--- src/rtl/avalon_led_gpio.sv ---
// Avalon-MM LED peripheral: OUT/SET/CLR/TOG/BMASK/PERIOD/STATUS register file
// with a prescaled blink engine XORed onto the masked LEDs. Read latency is 1.
module avalon_led_gpio #(
  parameter int LED_WIDTH    = 8,
  parameter int PERIOD_WIDTH = 24,
  parameter int PERIOD_RESET = 6000000
) (
  input  logic                 clk,
  input  logic                 reset,
  input  logic [2:0]           avs_address,
  input  logic                 avs_read,
  input  logic                 avs_write,
  input  logic [31:0]          avs_writedata,
  input  logic [3:0]           avs_byteenable,
  output logic [31:0]          avs_readdata,
  output logic                 avs_readdatavalid,
  output logic                 avs_waitrequest,
  output logic [LED_WIDTH-1:0] led_signal
);

  localparam logic [2:0] A_OUT    = 3'd0;
  localparam logic [2:0] A_SET    = 3'd1;
  localparam logic [2:0] A_CLR    = 3'd2;
  localparam logic [2:0] A_TOG    = 3'd3;
  localparam logic [2:0] A_BMASK  = 3'd4;
  localparam logic [2:0] A_PERIOD = 3'd5;
  localparam logic [2:0] A_STATUS = 3'd6;

  function automatic logic [31:0] lane_mask(input logic [3:0] be);
    return {{8{be[3]}}, {8{be[2]}}, {8{be[1]}}, {8{be[0]}}};
  endfunction

  function automatic logic [LED_WIDTH-1:0] merge_led(input logic [LED_WIDTH-1:0] old,
                                                     input logic [LED_WIDTH-1:0] wd,
                                                     input logic [LED_WIDTH-1:0] m);
    return (old & ~m) | (wd & m);
  endfunction

  function automatic logic [PERIOD_WIDTH-1:0] merge_per(input logic [PERIOD_WIDTH-1:0] old,
                                                        input logic [PERIOD_WIDTH-1:0] wd,
                                                        input logic [PERIOD_WIDTH-1:0] m);
    return (old & ~m) | (wd & m);
  endfunction

  logic [LED_WIDTH-1:0]    out_q, out_nx, bmask_q, bmask_nx;
  logic [PERIOD_WIDTH-1:0] period_q, period_nx, cnt_q, cnt_nx;
  logic                    phase_q, phase_nx, period_wr;
  logic [31:0]             wmask, rdata_p0, rdata_p1;
  logic [LED_WIDTH-1:0]    m_led, wbits;
  logic                    vld_p1;
  logic                    unused_bits;

  assign avs_waitrequest   = 1'b0;
  assign avs_readdata      = rdata_p1;
  assign avs_readdatavalid = vld_p1;
  assign unused_bits       = ^{avs_writedata, wmask};

  always_comb begin
    wmask     = lane_mask(avs_byteenable);
    m_led     = wmask[LED_WIDTH-1:0];
    wbits     = avs_writedata[LED_WIDTH-1:0] & m_led;
    out_nx    = out_q;
    bmask_nx  = bmask_q;
    period_nx = period_q;
    period_wr = 1'b0;
    if (avs_write) begin
      case (avs_address)
        A_OUT:    out_nx   = merge_led(out_q, avs_writedata[LED_WIDTH-1:0], m_led);
        A_SET:    out_nx   = out_q | wbits;
        A_CLR:    out_nx   = out_q & ~wbits;
        A_TOG:    out_nx   = out_q ^ wbits;
        A_BMASK:  bmask_nx = merge_led(bmask_q, avs_writedata[LED_WIDTH-1:0], m_led);
        A_PERIOD: begin
          period_nx = merge_per(period_q, avs_writedata[PERIOD_WIDTH-1:0],
                                wmask[PERIOD_WIDTH-1:0]);
          period_wr = 1'b1;
        end
        default: ;
      endcase
    end

    // >= compare lets a shrinking period wrap immediately instead of overshooting
    cnt_nx   = cnt_q + PERIOD_WIDTH'(1);
    phase_nx = phase_q;
    if (period_wr) begin
      cnt_nx = '0;
    end else if (period_q == '0) begin
      cnt_nx   = '0;
      phase_nx = 1'b0;
    end else if (cnt_q >= period_q - PERIOD_WIDTH'(1)) begin
      cnt_nx   = '0;
      phase_nx = ~phase_q;
    end

    case (avs_address)
      A_OUT, A_SET, A_CLR, A_TOG: rdata_p0 = 32'(out_q);
      A_BMASK:  rdata_p0 = 32'(bmask_q);
      A_PERIOD: rdata_p0 = 32'(period_q);
      A_STATUS: rdata_p0 = 32'({cnt_q, phase_q});
      default:  rdata_p0 = '0;
    endcase
  end

  // stage p1: register file, blink state, LED drive and read response
  always_ff @(posedge clk or negedge reset) begin
    if (!reset) begin
      out_q      <= '0;
      bmask_q    <= '0;
      period_q   <= PERIOD_WIDTH'(PERIOD_RESET);
      cnt_q      <= '0;
      phase_q    <= 1'b0;
      led_signal <= '0;
      rdata_p1   <= '0;
      vld_p1     <= 1'b0;
    end else begin
      out_q      <= out_nx;
      bmask_q    <= bmask_nx;
      period_q   <= period_nx;
      cnt_q      <= cnt_nx;
      phase_q    <= phase_nx;
      led_signal <= out_nx ^ (bmask_nx & {LED_WIDTH{phase_nx}});
      vld_p1     <= avs_read;
      if (avs_read) rdata_p1 <= rdata_p0;
    end
  end

endmodule
--- config.mk ---
export PLATFORM = sky130hd
export DESIGN_NAME = avalon_led_gpio
export DESIGN_NICKNAME = d
export VERILOG_FILES = /design/src/rtl/avalon_led_gpio.sv
export SDC_FILE = /design/constraint.sdc
export NUM_CORES = 1
export LEC_CHECK = 0
export BUFFER_PORTS_ARGS = -buffer_cell sky130_fd_sc_hd__buf_2
export CAP_MARGIN = 10
export CORE_UTILIZATION = 30
export CTS_BUF_LIST = sky130_fd_sc_hd__clkbuf_16
export DETAILED_ROUTE_END_ITERATION = 8
export PLACE_DENSITY = 0.54
export SLEW_MARGIN = 20
export SYNTH_ARGS = -nofsm -noshare
export SYNTH_HDL_FRONTEND = slang
export SYNTH_SLANG_ARGS = --single-unit
export TNS_END_PERCENT = 1
--- constraint.sdc ---
create_clock -name clk -period 9.6 [get_ports clk]
set_input_delay 2.88 -clock clk [delete_from_list [all_inputs] [get_ports clk]]
set_output_delay 2.88 -clock clk [all_outputs]
set_load 0.1 [all_outputs]
==> out/qor.txt <==
H-tree depth = 3
Yosys reg bits = 99
Share of cells above drive strength 1 = 0.230
CTS Sinks = 99
Largest net degree at the start of global routing = 52
Core area = 18100 um^2
Most frequent cells in the layout = dfrtp_1, buf_2, nor2_1, nand2_1, ha_1
Area growth, synth to finish = 14.8%
Die span in x = 139 um
Ant diodes = 0
Mapped Area = 5610 um^2
Core Rows = 49
Total GRT Usage = 0.156
CTS hold repair buffers = 0
Drc violations = 5
Critical Setup Path Class = register to register
Worst EP required = 9790 ps
Warnings, synthesis = 0
Initial antenna violation count = 0
Sequence of cells on the critical path = nor4_1, nand4_1, or3_1, or4_1, xor2_1, ha_1, nand4_1, a2111o_1, a31oi_1, nor2_1, nand2_1, nor2_1
Cell Pwr Density = 221 nW/um^2
Port bufs = 67
Most common cell after layout, fill and taps aside = dfrtp_1
Sw Share = 0.402
Final non-filler cell total = 846
Filler Cell Count = 1855
Period minus WS final = 4840 ps
Clk pwr share = 0.259
Top_reg_cell synth = dfrtp_1
Status = finished with violations
CTS resizes = 0
CTS tree = yes
Worst path max stage delay = 740 ps
Register area share after synthesis = 0.444
Crit share post-route = 0.504
Async S/R FF share, synth = 1.00
CP max stage cell = nor4_1
Overflow after GRT = 0
Placed Cells incl. Taps = 830
Actual slew at the worst max-slew pin = 854 ps
DRT Pass-1 Iters = 9
Place WS = 4560 ps
Path type of the worst min-delay path = register to register
P_int = 0.000851 W
CTS Buf Count = 9
Syn avg cell area = 10.1 um^2
Iter 0 DRT Violations = 238
NetSw = 0.000572 W
Max-slew violations = 0
Fmax = 0.207 GHz
Post-synth top area share = 0.397
Highest routed layer = met4
Post-synth EDFFs = 0
Routed Antenna Nets = 0
Global-route wire length before repair = 23800 um
Initial Util = 0.309
Comb power frac = 0.329
Reg clk slew, reported paths = 70 ps
Failing checks = design-rule violations
Wire length per cell = 17.0 um
Leak Pwr = 2.85 nW
Via count = 4298
Synth area leaders = dfrtp_1, ha_1, mux2_2, dfstp_2, xor2_1
Setup ws final = 4760 ps
Met1 wire length = 6610 um
Die H = 139 um
Max FO, Critical Path = 23
DR WL met2 = 6990 um
Sum Neg Setup Slack = 0 ps
Clk root buf = clkbuf_16
Nets = 690
Skew-Pair Late Insertion Delay = 350 ps
Final hold violations = 0
Rel. slew slack = 0.430
# IOs = 85
Die Area = 19300 um^2
Gpl congestion = 0.806
Via/cell ratio = 5.08
Maximum vdd drop = 188 uV
RSZ-0062 raised after global routing = false
Post-DP HPWL = 10600 um
Cell taking the most area after synthesis = dfrtp_1
CP startpoint kind = register
Final worst clock skew = 13.6 ps
Clk buf depth = 2
Final setup vio count = 0
Post-CTS Setup Bufs = 0
Vias in the first global route = 4480
Max Cap Violations = 0
Met3 Wirelength = 547 um
Cell variety after synth = 47
CP arrival = 5030 ps
Cells after Synth = 554
Wirelength, routed = 14400 um
Flop pwr share = 0.412
Crit end category = register
==> worst max-delay path, delay by kind of cell, from the launching register on <==
family	cells	cell delay (ps)
fa+ha+maj	1	310
xor+xnor	1	160
flops	1	440
compound gates	2	750
simple gates	8	3020
==> metal layers <==
| metal | vias up | track usage |
|---|---|---|
| met5 | - | 0 |
| met2 | 79 | 0.265 |
| met4 | 0 | 0.0462 |
| met1 | 2132 | 0.201 |
| li1 | 2076 | - |
| met3 | 11 | 0.0318 |
==> power groups by stage <==
stage / logic [W] / registers (W) / clock network, W
final: 0.000468 / 0.000587 / 0.000369
after global routing: 0.000514 / 0.000600 / 0.000397
after CTS: 0.000473 / 0.000587 / 0.000379
after detailed placement: 0.000470 / 0.000594 / 0
after global placement: 0.000459 / 0.000592 / 0
after floorplan: 0.000236 / 0.000711 / 0
==> path summary, 6_finish.rpt <==
kind / start / end / slack (ps) / cells after the start
setup / recovery: register / cnt_q[19]$_DFF_PN0_ / 4760 / 12
hold / removal: avs_readdata[16]$_DFFE_PN0P_ / avs_readdata[16]$_DFFE_PN0P_ / 520 / 2
setup reg to reg: register / cnt_q[19]$_DFF_PN0_ / 4760 / 12
hold reg to reg: avs_readdata[16]$_DFFE_PN0P_ / avs_readdata[16]$_DFFE_PN0P_ / 520 / 2
max in group asynchronous: reset / cnt_q[20]$_DFF_PN0_ / 5960 / 2
min in group asynchronous: reset / out_q[1]$_DFF_PN0_ / 2560 / 1
==> cell families (layout without fill, tap and decap cells) <==
| logic type | after synthesis | count (layout) | share of synthesized area |
|---|---|---|---|
| multiplexers | 40 | 40 | 0.0785 |
| adder cells (fa/ha/maj) | 35 | 35 | 0.0780 |
| buffers and inverters | 62 | 118 | 0.0481 |
| AND/OR/NAND/NOR | 164 | 164 | 0.141 |
| flip-flops | 99 | 99 | 0.444 |
| XOR/XNOR | 51 | 51 | 0.0796 |
| other | 1 | 8 | 0.000668 |
| AO/OA/AOI/OAI | 102 | 102 | 0.131 |
==> cell usage after synthesis, types with 2 or more instances <==
master	count
nand3_1	14
a22oi_1	24
or3_1	6
mux2_2	32
nand2_1	48
buf_1	3
buf_4	8
nand2b_1	2
nor4_1	5
a21oi_1	7
nor2b_1	4
dfrtp_1	89
a211oi_1	2
xor2_1	26
clkbuf_1	19
o21ai_0	15
and4_1	2
o22ai_1	24
nor2_1	48
mux2i_1	8
o221ai_1	7
inv_1	31
xnor2_1	25
and2_1	2
o31ai_2	8
and3_1	3
nor3_1	9
dfstp_2	10
ha_1	35
nand4_1	14
o211ai_1	8
==> final cells by class <==
class	count	area, um^2	share of cell area
Clock buffer	9	225	0.0350
Clock inverter	7	73.8	0.0115
Inverter	31	116	0.0181
Multi-Input combinational cell	400	2880	0.448
Sequential cell	99	2490	0.386
Tap cell	229	287	0.0445
Timing Repair Buffer	71	368	0.0571
==> through the flow <==
step	total power (W)	utilization	instance area, um^2	hold WS (ps)
final	0.00142	0.355	6440	524
after global routing	0.00151	0.355	6440	543
after CTS	0.00144	0.355	6440	528
after detailed placement	0.00106	0.338	6140	518
after global placement	0.00105	0.338	6140	517
after floorplan	0.000947	-	5640	493
Note: power is estimated with default switching activity, not from simulation.
